--- src/rtl/pc_pkg.sv ---
// Shared types and helpers for the fetch PC generator and its branch target buffer.
// The BTB entry layout is sized from the constants below, so instances of
// pc_btb / btb_dm are expected to keep XLEN and BTB_ENTRIES at these values.
package pc_pkg;

  localparam int PC_XLEN        = 32;
  localparam int PC_BTB_ENTRIES = 16;
  localparam int PC_IDX_W       = $clog2(PC_BTB_ENTRIES);
  localparam int PC_TAG_W       = PC_XLEN - PC_IDX_W - 2;

  // Clears bits [1:0]; every fetch address and stored target is word aligned.
  localparam logic [PC_XLEN-1:0] PC_ALIGN_MASK = {{(PC_XLEN-2){1'b1}}, 2'b00};

  typedef struct packed {
    logic                valid;
    logic [PC_TAG_W-1:0] tag;
    logic [PC_XLEN-1:0]  target;
  } btb_entry_t;

  // Table index: the word-address bits just above the byte offset.
  function automatic logic [PC_IDX_W-1:0] btb_idx(input logic [PC_XLEN-1:0] pc);
    return PC_IDX_W'(pc >> 2);
  endfunction

  // Tag: everything above the index bits.
  function automatic logic [PC_TAG_W-1:0] btb_tag(input logic [PC_XLEN-1:0] pc);
    return PC_TAG_W'(pc >> (PC_IDX_W + 2));
  endfunction

endpackage

--- src/rtl/btb_dm.sv ---
// Direct-mapped branch target buffer: one combinational lookup port and one
// synchronous write/invalidate port. Lookups never see a same-cycle write.
module btb_dm
  import pc_pkg::*;
#(
  parameter int XLEN        = PC_XLEN,
  parameter int BTB_ENTRIES = PC_BTB_ENTRIES
) (
  input  logic            clk,
  input  logic            rst_n,
  input  logic [XLEN-1:0] rd_pc_i,
  output logic            rd_hit_o,
  output logic [XLEN-1:0] rd_target_o,
  input  logic            upd_valid_i,
  input  logic [XLEN-1:0] upd_pc_i,
  input  logic [XLEN-1:0] upd_target_i,
  input  logic            upd_taken_i
);

  btb_entry_t          table_q [BTB_ENTRIES];
  btb_entry_t          rd_entry;
  logic [PC_IDX_W-1:0] rd_idx;
  logic [PC_TAG_W-1:0] rd_tag;
  logic [PC_IDX_W-1:0] upd_idx;
  logic [PC_TAG_W-1:0] upd_tag;
  logic                upd_match;

  // Lookup: hit only when the indexed entry is valid and its tag matches.
  always_comb begin
    rd_idx      = btb_idx(rd_pc_i);
    rd_tag      = btb_tag(rd_pc_i);
    rd_entry    = table_q[rd_idx];
    rd_hit_o    = rd_entry.valid && (rd_entry.tag == rd_tag);
    rd_target_o = rd_hit_o ? rd_entry.target : '0;
  end

  // Update side: locate the entry for the resolved branch and compare its tag.
  always_comb begin
    upd_idx   = btb_idx(upd_pc_i);
    upd_tag   = btb_tag(upd_pc_i);
    upd_match = (table_q[upd_idx].tag == upd_tag);
  end

  // Reset clears only valid bits; taken installs (overwriting aliases), not-taken evicts a matching entry.
  always_ff @(posedge clk) begin
    if (!rst_n) begin
      for (int i = 0; i < BTB_ENTRIES; i++) begin
        table_q[i].valid <= 1'b0;
      end
    end else if (upd_valid_i) begin
      if (upd_taken_i) begin
        table_q[upd_idx] <= '{valid: 1'b1, tag: upd_tag, target: upd_target_i & PC_ALIGN_MASK};
      end else if (upd_match) begin
        table_q[upd_idx].valid <= 1'b0;
      end
    end
  end

endmodule

--- src/rtl/pc_btb.sv ---
// Fetch-stage PC generator: trap > execute correction > stall > BTB prediction > PC+4.
module pc_btb
  import pc_pkg::*;
#(
  parameter int              XLEN         = PC_XLEN,
  parameter logic [XLEN-1:0] RESET_VECTOR = '0,
  parameter int              BTB_ENTRIES  = PC_BTB_ENTRIES
) (
  input  logic            clk,
  input  logic            rst_n,
  input  logic            stall,
  input  logic            trap_valid,
  input  logic [XLEN-1:0] trap_target,
  input  logic            pcsrc,
  input  logic [XLEN-1:0] pctarget,
  input  logic            upd_valid,
  input  logic [XLEN-1:0] upd_pc,
  input  logic [XLEN-1:0] upd_target,
  input  logic            upd_taken,
  output logic [XLEN-1:0] pc,
  output logic [XLEN-1:0] pcplus4,
  output logic            pred_taken,
  output logic [XLEN-1:0] pred_target
);

  logic [XLEN-1:0] pc_q;
  logic [XLEN-1:0] pc_d;
  logic [XLEN-1:0] pc_sel;

  btb_dm #(
    .XLEN        (XLEN),
    .BTB_ENTRIES (BTB_ENTRIES)
  ) u_btb (
    .clk          (clk),
    .rst_n        (rst_n),
    .rd_pc_i      (pc_q),
    .rd_hit_o     (pred_taken),
    .rd_target_o  (pred_target),
    .upd_valid_i  (upd_valid),
    .upd_pc_i     (upd_pc),
    .upd_target_i (upd_target),
    .upd_taken_i  (upd_taken)
  );

  assign pc      = pc_q;
  assign pcplus4 = pc_q + {{(XLEN-3){1'b0}}, 3'b100};

  // Priority next-PC mux; redirects win over stall so they are never dropped.
  always_comb begin
    if (trap_valid) begin
      pc_sel = trap_target;
    end else if (pcsrc) begin
      pc_sel = pctarget;
    end else if (stall) begin
      pc_sel = pc_q;
    end else if (pred_taken) begin
      pc_sel = pred_target;
    end else begin
      pc_sel = pcplus4;
    end
    pc_d = pc_sel & PC_ALIGN_MASK;
  end

  // PC register; misaligned reset vectors are truncated to a word boundary.
  always_ff @(posedge clk) begin
    if (!rst_n) begin
      pc_q <= RESET_VECTOR & PC_ALIGN_MASK;
    end else begin
      pc_q <= pc_d;
    end
  end

endmodule

--- config.mk ---
export PLATFORM = sky130hd
export DESIGN_NAME = pc_btb
export DESIGN_NICKNAME = d
export VERILOG_FILES = /design/src/rtl/pc_pkg.sv /design/src/rtl/btb_dm.sv /design/src/rtl/pc_btb.sv
export SDC_FILE = /design/constraint.sdc
export NUM_CORES = 1
export LEC_CHECK = 0
export CAP_MARGIN = 15
export CORE_AREA = 2 2 333 335
export DETAILED_ROUTE_END_ITERATION = 10
export DIE_AREA = 0 0 335 337
export HOLD_SLACK_MARGIN = 0.03
export PLACE_DENSITY = 0.61
export SYNTH_ARGS = -nofsm -noshare
export SYNTH_HDL_FRONTEND = slang
export SYNTH_SLANG_ARGS = --single-unit
export TNS_END_PERCENT = 5
--- constraint.sdc ---
create_clock -name clk -period 10.25 [get_ports clk]
set_input_delay 2.05 -clock clk [delete_from_list [all_inputs] [get_ports clk]]
set_output_delay 2.05 -clock clk [all_outputs]
set_load 0.005 [all_outputs]
==> reports/metrics.yaml, run 1 <==
cts_buffers: 97
final_area_mm2: 0.0490
routed-via-count: 24500
slew_violations: 0
num_rows: 122
cts-hold-fix-buffers: 0
vias_per_cell: 6.13
met3_wirelength_um: 11600
p_leak_nw: 15.1
hold_violations: 0
yosysWarnings: 0
clock-root-buffer: "clkbuf_16"
grt_max_degree: 131
gr-total-overflow: 0
chipHeight_um: 337
synth_cell_types: 78
grt_pass1_vias: 24800
area_growth_pct: 16.1
avgSynthCellArea_um2: 18.5
clkSinkCount: 946
ios: 232
synthFlopType: "edfxtp_1"
dp.cells: 3804
cts_tree: "yes"
grt_usage_pct: 22.0
synth_edf_count: 896
grt_pass1_wl_um: 178000
coreArea_mm2: 0.110
first_pass_iters: 5
skew_ns: 0.0384
status: "complete, no violations"
hp-start: "u_btb.table_q[14][56]"
cp.arrival_ns: 6.23
r2r_slack_ns: 5.14
start_util_pct: 38.5
dpl_worst_slack_ns: 2.69
cp-start-kind: "register"
antenna_found_initial: 7
synthCells: 2279
path_class: "reg -> out"
crit_fanout: 88
synth-seq-cells: 946
finalSetupViolCount: 0
syn_area_mm2: 0.0422
async_flop_share_pct: 0
ant_nets: 0
dp_hpwl_um: 75400
whs_endpoint: "u_btb.table_q[14][56]"
die_w_um: 335
fmax_ghz: 0.121
required_ns: 8.20
reg2reg_depth: 10
ys_seq_area_share_pct: 66.1
final_cells: 3988
crit_path_end_kind: "output pin"
fillers: 9367
portBuffers: 217
total_power_mw: 8.63
power.density_mw_per_mm2: 176
whs_path_depth: 2
cts.repair.resized: 0
drcViolationCount: 0
die-area_mm2: 0.113
rsz0062_at_grt: "no"
post_cts_buffers: 0
nNetsFinal: 2613
wirelength_met1_um: 50800
clk_pin_slew_ns: 0.06
ir_drop_mv: 0.124
drv_cap: 0
cts.path.max_buffers: 3
slew_headroom_pct: 25.4
finalCriticalPeriod_ns: 8.28
wl_per_cell_um: 31.3
top_layer: "met5"
met2_length_um: 59000
finalSetupTns_ns: 0
htree_levels: 3
gp_congestion: 0.846
drtIter0Drc: 2712
fin_crit_sh_pct: 80.8
clock_latency_ns: 0.68
min_path_type: "reg -> reg"
placed_cell_area_mm2: 0.0459
drive_above_1_share_pct: 23.7
wl_um: 125000
worst_pin_slew_ns: 1.11
worst_slack_ns: 1.97
## Yosys cell counts (25+ instances only)
master | instances | share of area (%)
mux4_2 | 341 | 18
clkbuf_1 | 74 | 0.66
dfxtp_1 | 50 | 2.4
buf_1 | 26 | 0.23
xor2_1 | 29 | 0.60
nor2_1 | 98 | 0.87
nand2_1 | 77 | 0.68
buf_2 | 44 | 0.52
nor4_1 | 25 | 0.37
a21oi_1 | 69 | 0.82
edfxtp_1 | 896 | 64
xnor2_1 | 55 | 1.1
mux2i_1 | 71 | 1.7
## worst max-delay path, cell delays in order (launching register included)
cell             delay (ns)
dfxtp_4                0.79
buf_12                 0.62
mux4_2                 0.58
o21ai_0                0.26
a21o_1                 0.16
a21oi_1                0.21
or4b_1                 0.56
or4_1                  0.41
buf_4                  0.26
or3_1                  0.73
nor2_1                 0.30
clkdlybuf4s50_1        0.54
## final cells by class
class	instances	area, um2	share of cell area [%]
sequential	946	27900	57.0
clock inverter	65	632	1.29
inverter	12	46.3	0.0945
clock buffer	115	2490	5.09
timing repair buffer	277	2660	5.43
multi-input combinational	1143	13500	27.5
tap	1426	1780	3.64
antenna	4	10.0	0.0204
## report_power, final
group	switching [mW]	internal [mW]	leakage (nW)	total (mW)
registers	0.0658	4.26	8.47	4.33
logic	0.440	0.373	5.08	0.813
clock network	1.49	2.00	1.52	3.49
## logic make-up (layout without fill, tap and decap cells)
kind of cell | after synthesis | in the layout | synth area share [%]
flip-flops | 946 | 946 | 66.1
multiplexers | 448 | 448 | 21.3
AND/OR/NAND/NOR | 363 | 363 | 4.39
AO/OA/AOI/OAI | 240 | 240 | 3.92
buffers and inverters | 195 | 469 | 2.46
XOR/XNOR | 85 | 85 | 1.78
adder cells (fa/ha/maj) | 1 | 1 | 0.0296
other | 1 | 10 | 0.00888
## layout by cell type (no fill, tap or decap), types with 29 or more instances in the layout
cell type        Yosys  layout
buf_4               18      56
dfxtp_1             50      47
mux2i_1             71      71
clkdlybuf4s50_1      0     210
xor2_1              29      29
edfxtp_1           896     896
a21oi_1             69      69
xnor2_1             55      55
mux4_2             341     341
nand2_1             77      77
clkbuf_16            0      97
nor2_1              98      82
## worst max path at each step
stage	slack, ns	endpoint	startpoint
2_1_floorplan	3.75	u_btb.table_q[15][0]	upd_pc[2]
3_3_place_gp	2.68	pred_target[22]	register
3_5_place_dp	2.69	pred_target[21]	register
4_1_cts	1.93	pred_target[21]	register
5_1_grt	1.67	pred_target[22]	register
6_report	1.97	pred_target[21]	register
## routing by layer
layer / GRT usage [%] / up-vias
met3: 4.25 / 206
met1: 30.6 / 13000
met5: 0 / -
met4: 6.63 / 4
met2: 35.1 / 1363
li1: - / 9912
## per-stage QoR
stage,utilization [%],hold WS [ns]
CTS,44.7,0.523
finish,44.7,0.526
global route,44.7,0.548
detailed placement,41.9,0.512
floorplan,-,0.490
global placement,41.9,0.500
## registers in the layout, summed over array words and instances, names as in the netlist, named ones only
name and flops:
pc 30, u_btb.table_q 912
(Power assumes the default switching activity.)
==> run 2: changes to the inputs <==
- clock period: 10.25 -> 8.2 ns (I/O delays scaled with it)
==> run 2 against run 1 <==
First-iteration DRC count increased by 15%. Sequential share of layout area decreased by 0.28 points. Power increased by 26%. Cell count about the same. Hold slack got worse by 0.0011 ns. Register-to-register slack got worse by 2.1 ns. Largest cell class unchanged. Largest power group unchanged.
==> reports/metrics.yaml, run 2 (synthesis gave the netlist of run 1 again) <==
whs_path_depth: 2
r2r_slack_ns: 2.99
whs_endpoint: "u_btb.table_q[5][56]"
die-area_mm2: 0.113
cts-hold-fix-buffers: 0
ant_nets: 0
p_leak_nw: 15.2
skew_ns: 0.0342
die_w_um: 335
ios: 232
gr-total-overflow: 0
clkSinkCount: 946
clock-root-buffer: "clkbuf_16"
cts_buffers: 95
coreArea_mm2: 0.110
drv_cap: 0
min_path_type: "reg -> reg"
hold_violations: 0
most-common-layout-cells: "edfxtp_1, mux4_2, clkdlybuf4s50_1"
crit_fanout: 44
grt_max_degree: 68
wl_um: 126000
ir_drop_mv: 0.154
power.density_mw_per_mm2: 221
fin_crit_sh_pct: 93.0
area_growth_pct: 16.6
grt_pass1_wl_um: 180000
cts_tree: "yes"
start_util_pct: 38.5
vias_per_cell: 6.13
worst_pin_slew_ns: 1.15
grt_usage_pct: 22.2
r2r-end: "pc[19]"
grt_pass1_vias: 25200
num_rows: 122
finalCriticalPeriod_ns: 7.62
first_pass_iters: 5
routed-via-count: 24500
largest_register_ffs: 912
cts.repair.resized: 0
slew_violations: 0
drive_above_1_share_pct: 23.9
gp_congestion: 0.865
reg2reg_depth: 10
hp-start: "u_btb.table_q[5][56]"
utilization_pct: 44.9
drtIter0Drc: 3119
top_register: "u_btb.table_q"
cp-start-kind: "register"
slew_headroom_pct: 23.5
finalSetupViolCount: 0
status: "complete, no violations"
antenna_found_initial: 10
post_cts_buffers: 0
path_class: "reg -> out"
layout_commonest_cell: "edfxtp_1"
chipHeight_um: 337
nNetsFinal: 2619
wl_per_cell_um: 31.6
fmax_ghz: 0.131
htree_levels: 3
crit_path_end_kind: "output pin"
rsz0062_at_grt: "no"
dp_hpwl_um: 76800
portBuffers: 217
cp.arrival_ns: 5.98
required_ns: 6.56
drcViolationCount: 0
cts.path.max_buffers: 3
clock_latency_ns: 0.67
finalSetupTns_ns: 0
clk_pin_slew_ns: 0.06
[run 2: changes by cell type in the layout (fill, tap and decap cells not counted)]
cell and change:
clkinv_1 -7, bufinv_16 +3, clkbuf_1 +4, clkinv_2 -5, diode_2 -1, clkinvlp_4 -3
buf_12 +8, clkbuf_8 +4
[run 2: power breakdown]
group          leakage [nW]  total [mW]  switching (mW)  internal (mW)
clock network          1.57        4.47            1.85           2.62
logic                  5.14        1.02           0.551          0.469
registers              8.47        5.41          0.0839           5.33
total                  15.2        10.9            2.48           8.42
[run 2: metrics by stage]
stage	hold WS (ns)	instance area (um2)	worst slack (ns)	cells	power, mW
6_report	0.525	49300	0.578	3991	10.9
3_3_place_gp	0.501	46000	1.36	3812	6.52
3_5_place_dp	0.515	46000	1.28	3812	6.53
2_1_floorplan	0.490	42200	2.11	2284	6.10
5_1_grt	0.565	49200	0.327	3989	11.2
4_1_cts	0.528	49200	0.525	3988	11.0
[run 2: per-layer routing]
metal	wire length, um	vias up	GRT usage, %
met5	54	-	0
met4	3830	8	7.45
met3	11400	239	4.61
met2	60400	1318	36.0
met1	50600	13000	30.1
li1	-	9936	-
[run 2: final cells by class]
cell class,instances,area (um2)
Multi-Input combinational cell,1143,13500
Tap cell,1426,1780
Antenna cell,3,7.51
Clock buffer,123,2560
Sequential cell,946,27900
Timing Repair Buffer,285,2820
Inverter,12,46.3
Fill cell,9238,60300
Clock inverter,53,648
[run 2: worst max-delay path by stage]
stage                   start                    to  cells after the start
floorplan           upd_pc[2]  u_btb.table_q[15][0]                      6
global placement     register       pred_target[24]                     12
detailed placement   register       pred_target[22]                     12
CTS                  register       pred_target[22]                     12
global route         register       pred_target[22]                     12
finish               register       pred_target[22]                     12
[run 2: worst max-delay path, stage by stage, from the launching register on]
cell and delay [ns]:
dfxtp_4 0.90, buf_4 0.42, buf_4 0.30, mux4_2 0.53, a22oi_1 0.21, nand3_1 0.17
xnor2_1 0.25, and4_1 0.69, nand2b_1 0.12, buf_4 0.23, or3_1 0.65, nor2_1 0.28
clkdlybuf4s50_1 0.54
